==> src/rtl/add_sub_pipe.sv <==
// Pipelined two's-complement adder/subtractor: one carry-chain chunk per stage, valid/ready with full backpressure.
// Optional signed saturation of the result when ADD_SUB_PIPE_SAT_EN is defined.
module add_sub_pipe #(
  parameter int WIDTH  = 64,
  parameter int STAGES = 4
) (
  input  logic             clk,
  input  logic             rst_n,
  input  logic             in_valid,
  output logic             in_ready,
  input  logic [WIDTH-1:0] a,
  input  logic [WIDTH-1:0] b,
  input  logic             mode,
  output logic             out_valid,
  input  logic             out_ready,
  output logic [WIDTH-1:0] s,
  output logic             carry_flag,
  output logic             overflow_flag,
  output logic             zero_flag,
  output logic             negative_flag
);

  localparam int CHUNK = WIDTH / STAGES;
  localparam int LAST  = STAGES - 1;

  // Inter-stage registers; entry k holds the state leaving stage k (last entry unused,
  // the final stage writes the output registers instead).
  logic [WIDTH-1:0] a_q   [STAGES];
  logic [WIDTH-1:0] b_q   [STAGES];
  logic [WIDTH-1:0] sum_q [STAGES];
  logic             c_q   [STAGES];
  logic             z_q   [STAGES];
  logic             v_q   [STAGES];

  logic [WIDTH-1:0] src_a   [STAGES];
  logic [WIDTH-1:0] src_b   [STAGES];
  logic [WIDTH-1:0] src_sum [STAGES];
  logic             src_c   [STAGES];
  logic             src_z   [STAGES];
  logic             src_v   [STAGES];
  logic [CHUNK:0]   part    [STAGES];
  logic [WIDTH-1:0] nxt_sum [STAGES];
  logic             nxt_c   [STAGES];
  logic             nxt_z   [STAGES];

  logic             stall;
  logic             ovf;
  logic [WIDTH-1:0] fin_s;
  logic             fin_z;

  assign stall    = out_valid & ~out_ready;
  assign in_ready = ~stall;

  always_comb begin
    for (int k = 0; k < STAGES; k++) begin
      if (k == 0) begin
        // Subtraction folds into the operand: b is inverted once here, carry-in is mode.
        src_a[k]   = a;
        src_b[k]   = b ^ {WIDTH{mode}};
        src_c[k]   = mode;
        src_sum[k] = '0;
        src_z[k]   = 1'b1;
        src_v[k]   = in_valid;
      end else begin
        src_a[k]   = a_q[(k > 0) ? k - 1 : 0];
        src_b[k]   = b_q[(k > 0) ? k - 1 : 0];
        src_c[k]   = c_q[(k > 0) ? k - 1 : 0];
        src_sum[k] = sum_q[(k > 0) ? k - 1 : 0];
        src_z[k]   = z_q[(k > 0) ? k - 1 : 0];
        src_v[k]   = v_q[(k > 0) ? k - 1 : 0];
      end
      part[k] = {1'b0, src_a[k][k*CHUNK +: CHUNK]} + {1'b0, src_b[k][k*CHUNK +: CHUNK]}
              + {{CHUNK{1'b0}}, src_c[k]};
      nxt_sum[k] = src_sum[k];
      nxt_sum[k][k*CHUNK +: CHUNK] = part[k][CHUNK-1:0];
      nxt_c[k] = part[k][CHUNK];
      nxt_z[k] = src_z[k] & (part[k][CHUNK-1:0] == '0);
    end
  end

  // Equal operand signs with a differing result sign is the same as carry-in XOR carry-out at the MSB.
  assign ovf = (src_a[LAST][WIDTH-1] == src_b[LAST][WIDTH-1]) &
               (nxt_sum[LAST][WIDTH-1] != src_a[LAST][WIDTH-1]);

`ifdef ADD_SUB_PIPE_SAT_EN
  always_comb begin
    fin_s = nxt_sum[LAST];
    fin_z = nxt_z[LAST] & ~ovf;
    if (ovf) begin
      fin_s = src_a[LAST][WIDTH-1] ? {1'b1, {(WIDTH-1){1'b0}}} : {1'b0, {(WIDTH-1){1'b1}}};
    end
  end
`else
  assign fin_s = nxt_sum[LAST];
  assign fin_z = nxt_z[LAST];
`endif

  always_ff @(posedge clk) begin
    if (!rst_n) begin
      for (int k = 0; k < STAGES; k++) begin
        a_q[k]   <= '0;
        b_q[k]   <= '0;
        sum_q[k] <= '0;
        c_q[k]   <= 1'b0;
        z_q[k]   <= 1'b0;
        v_q[k]   <= 1'b0;
      end
      out_valid     <= 1'b0;
      s             <= '0;
      carry_flag    <= 1'b0;
      overflow_flag <= 1'b0;
      zero_flag     <= 1'b0;
      negative_flag <= 1'b0;
    end else if (!stall) begin
      for (int k = 0; k < LAST; k++) begin
        a_q[k]   <= src_a[k];
        b_q[k]   <= src_b[k];
        sum_q[k] <= nxt_sum[k];
        c_q[k]   <= nxt_c[k];
        z_q[k]   <= nxt_z[k];
        v_q[k]   <= src_v[k];
      end
      out_valid     <= src_v[LAST];
      s             <= fin_s;
      carry_flag    <= nxt_c[LAST];
      overflow_flag <= ovf;
      zero_flag     <= fin_z;
      negative_flag <= fin_s[WIDTH-1];
    end
  end

endmodule

==> config.mk <==
export PLATFORM = sky130hd
export DESIGN_NAME = add_sub_pipe
export DESIGN_NICKNAME = d
export VERILOG_FILES = /design/src/rtl/add_sub_pipe.sv
export SDC_FILE = /design/constraint.sdc
export NUM_CORES = 1
export LEC_CHECK = 0
export CORE_MARGIN = 5
export CORE_UTILIZATION = 61
export CTS_BUF_LIST = sky130_fd_sc_hd__clkbuf_4 sky130_fd_sc_hd__clkbuf_8 sky130_fd_sc_hd__clkbuf_16
export DETAILED_ROUTE_END_ITERATION = 8
export GPL_TIMING_DRIVEN = 0
export PLACE_DENSITY_LB_ADDON = 0.12
export SLEW_MARGIN = 20
export SYNTH_ARGS = -nofsm -noshare
export SYNTH_HDL_FRONTEND = slang
export SYNTH_SLANG_ARGS = --single-unit
export TNS_END_PERCENT = 100
==> constraint.sdc <==
create_clock -name clk -period 19.01 [get_ports clk]
set_input_delay 5.703 -clock clk [delete_from_list [all_inputs] [get_ports clk]]
set_output_delay 5.703 -clock clk [all_outputs]
set_load 0.02 [all_outputs]
==> summary.md <==
| Metric | Value |
|---|---|
| Status | finished clean |
| Cts bufs inserted | 37 |
| CORE AREA | 0.0277 sq mm |
| DR vias/cell | 5.68 |
| Reg clk slew, reported paths | around 0.06 ns |
| Vias in the first global route | ~12000 |
| Routed Antenna Nets | 0 |
| Final-layout fill cell count | ~1900 |
| Syn Area/Cell | 11.7 sq um |
| Hold Path Depth | 2 |
| Clock power frac | 38.5% |
| Worst ir drop on vdd | 0.0656 mV |
| Synth Instances | 1451 |
| Final Max Slew Viols | 0 |
| Cell type of the slowest stage on the worst timing path | clkdlybuf4s50_1 |
| CTS tree | yes |
| DIE WIDTH | between 150 and 200 microns |
| Hold_buf cts | 0 |
| Final setup viols | 0 |
| DR top layer | met4 |
| Post-synth EDFFs | 294 |
| Most frequent CP cell | clkbuf_1 |
| CTS H-tree depth | 2 |
| Max-cap violation count | 0 |
| Iter 0 DRT Violations | a little over 1000 |
| Ys Warns | 0 |
| DRC | 0 |
| Largest net degree at the start of global routing | 63 |
| Initial antenna violation count | 1 |
| RSZ-0062 raised after global routing | no |
| Nets | 1896 |
| PostCTS Resize Cnt | 0 |
| Lkg Pwr | slightly below 9 nW |
| Synth Net Count | 1651 |
| Hold slack | between 0.4 and 0.5 ns |
| Rel. slew slack | 33.5% |
| First-pass GRT wire length | 62.8 mm |
| Max Clk Rate | 67.8 MHz |
| Drt total wl | 39.6 mm |
| Netlist cell types | 67 |
| Worst-path fanout max | 10 |
| Final min period | 14.74 ns |
| Layout cells sized above 1 | 4.81% |
| GPL Wtd Cong | 0.891 |
| Data required, critical path | around 13 ns |
| Area of the multi-input gates | 0.00640 sq mm |
| Hold Vio Cnt, Final | 0 |
| Worst hold-check path type | reg2reg |
| Worst reg2reg endpoint | z_q[0][1] |
| Worst EP arrival | approximately 9.0 ns |
| Clock Tree Root | clkbuf_16 |
| # rows | 61 |
| CP Class | in2out |
| Critical path startpoint | out_ready |
| Total grt overflow | 0 |
| Comb pwr share | between 10% and 20% |
| Syn Std Cell Area | 0.0170 sq mm |
| DRT Pass-1 Iters | 6 |
| Clock tree buffer depth | 3 |
| Clock skew | 0.0158 ns |
| Placed insts | 2035 |
| Cells on worst reg2reg path | 10 |
| Ys flop type | edfxtp_1 |
| FF/Latch Area | 0.0102 sq mm |
| Met2 routed WL | 20.1 mm |
| Power per standard cell area | 91.3 mW/mm^2 |
| #FFs+latches synth | 365 |
| Tcrit/Tclk final | 77.6% |
| Boundary Pins | 203 |
| Area Growth Syn to Fin | 22.8% |
| Most frequent cells in the layout | edfxtp_1 (294), and3_1 (207), clkdlybuf4s50_1 (201) |
| Internal | roughly 1.5 mW |
| Final TNS setup | 0 ns |
| Post-route insts no fill | 2104 |
| DPL Wire Length | roughly 29 mm |
| Initial Utilization | 61.4% |
| GRT Util Overall | 25.5% |
| Most common cell after layout, fill and taps aside | edfxtp_1 |
| Worst-Margin Slew | between 0.9 and 1 ns |
| Critical register-to-register path startpoint | a_q[0][16] |
| R2R setup slack | around 16 ns |
| CP Capture Type | output pin |
| CP Launch Type | input port |
| Crit-path cells | clkdlybuf4s50_1, nor2b_1, clkbuf_1, inv_2, clkbuf_1, clkbuf_1, clkbuf_1, clkdlybuf4s50_1 |
| Clock Latency Late Sink | 0.52 ns |
| Sequential power share | between 40% and 50% |
| Overall power | 1.91 mW |
| Die area | 0.0313 sq mm |
| Switching power share of the total | 22.7% |
| Critical Path Max Stage Delay | 0.73 ns |
| Routed vias | between 10000 and 15000 |
| Synth async-reset ratio | 0% |
| Post-CTS Setup Bufs | 0 |
| Wirelength per Cell | between 15 and 20 microns |
| WHS Endpoint | s[10] |
| End-of-flow core utilization | 75.4% |
| Seq/Total Area, Yosys | about three fifths |
| Met3 Wirelength | 2.77 mm |
| HP Start | s[10] |
| Die Height | approximately 180 microns |
| Clock tree sinks | ~370 |
| Net Switching | 0.434 mW |
| Port bufs | between 200 and 250 |
| M1 wire length | 15.6 mm |
==> flip-flops by register name (all words and copies together) (netlist names), 3 cells and up <==
name   cells
c_q        3
sum_q     96
b_q       96
z_q        3
s         63
a_q       96
v_q        3
==> per-layer routing <==
| metal | vias up | track usage [%] |
|---|---|---|
| met5 | - | 0 |
| met1 | 5694 | 33.0 |
| met3 | 75 | 3.80 |
| met2 | 396 | 44.7 |
| met4 | 0 | 8.25 |
| li1 | 5788 | - |
==> how the worst max path moves through the flow <==
stage	slack, ns	cells past startpoint	to
floorplan	5.53	4	a_q[0][100]
global placement	1.90	5	b_q[0][23]
detailed placement	4.24	8	in_ready
CTS	4.25	8	in_ready
global route	4.15	8	in_ready
finish	4.27	8	in_ready
==> kinds of logic (layout without fill, tap and decap cells) <==
logic type               after synthesis  count (layout)  synth area share, %
AND/OR/NAND/NOR                      577             577                 17.3
flip-flops                           365             365                 60.2
AO/OA/AOI/OAI                        236             236                 9.52
XOR/XNOR                             106             106                 5.50
buffers and inverters                 99             372                 2.21
adder cells (fa/ha/maj)               67              67                 5.23
multiplexers                           1               1               0.0588
other                                  0               2                    0
==> synth_stat cells (4+ instances only) <==
cell      instances  share of area [%]
nand2_1         146                3.2
buf_1             6               0.13
edfxtp_1        294                 52
o21bai_1          5               0.22
ha_1             60                4.4
nand2b_1          5               0.18
xor2_1           42                2.2
xnor2_1          63                3.2
nand3_1          12               0.35
a21boi_0         59                2.6
inv_1             9               0.20
fa_1              7               0.82
nor3_1           23               0.68
nor2b_1           8               0.29
nor2_1          117                2.6
a211oi_1         11               0.49
o21ai_0          39                1.1
nor3b_1           4               0.18
dfxtp_1          71                8.3
nand4_1          13               0.48
o21ai_1          10               0.29
clkbuf_1         81                1.8
and3_1          207                7.6
or3_1             4               0.15
a21oi_1          42                1.2
nor4_1            9               0.33
and2_1           17               0.62
o21a_1           11               0.49
a21o_1           20               0.88
o211ai_1          4               0.18
==> area by class of cell <==
type,count,area share (%)
sequential,365,49.0
multi-input combinational,987,30.6
timing repair buffer,206,10.2
clock buffer,52,5.36
tap,378,2.26
buffer,89,1.62
clock inverter,15,0.617
inverter,10,0.180
antenna,2,0.0239
==> critical path, delay by kind of cell <==
kind                   cells  cell delay [ns]
and+or+nand+nor            1             0.04
buffers and inverters      7             3.28
==> power groups by stage <==
stage               Clock (mW)  Sequential, mW  Combinational [mW]
finish                   0.735           0.943               0.231
global route             0.779           0.947               0.255
CTS                      0.745           0.943               0.231
detailed placement           0           0.959               0.229
global placement             0           0.958               0.223
floorplan                    0           0.961               0.138
==> through the flow <==
stage	instance area, sq um	setup WS (ns)
global route	20900	4.15
CTS	20900	4.25
detailed placement	19600	4.24
global placement	19500	1.90
finish	20900	4.27
floorplan	17000	5.53
(Power assumes the default switching activity.)
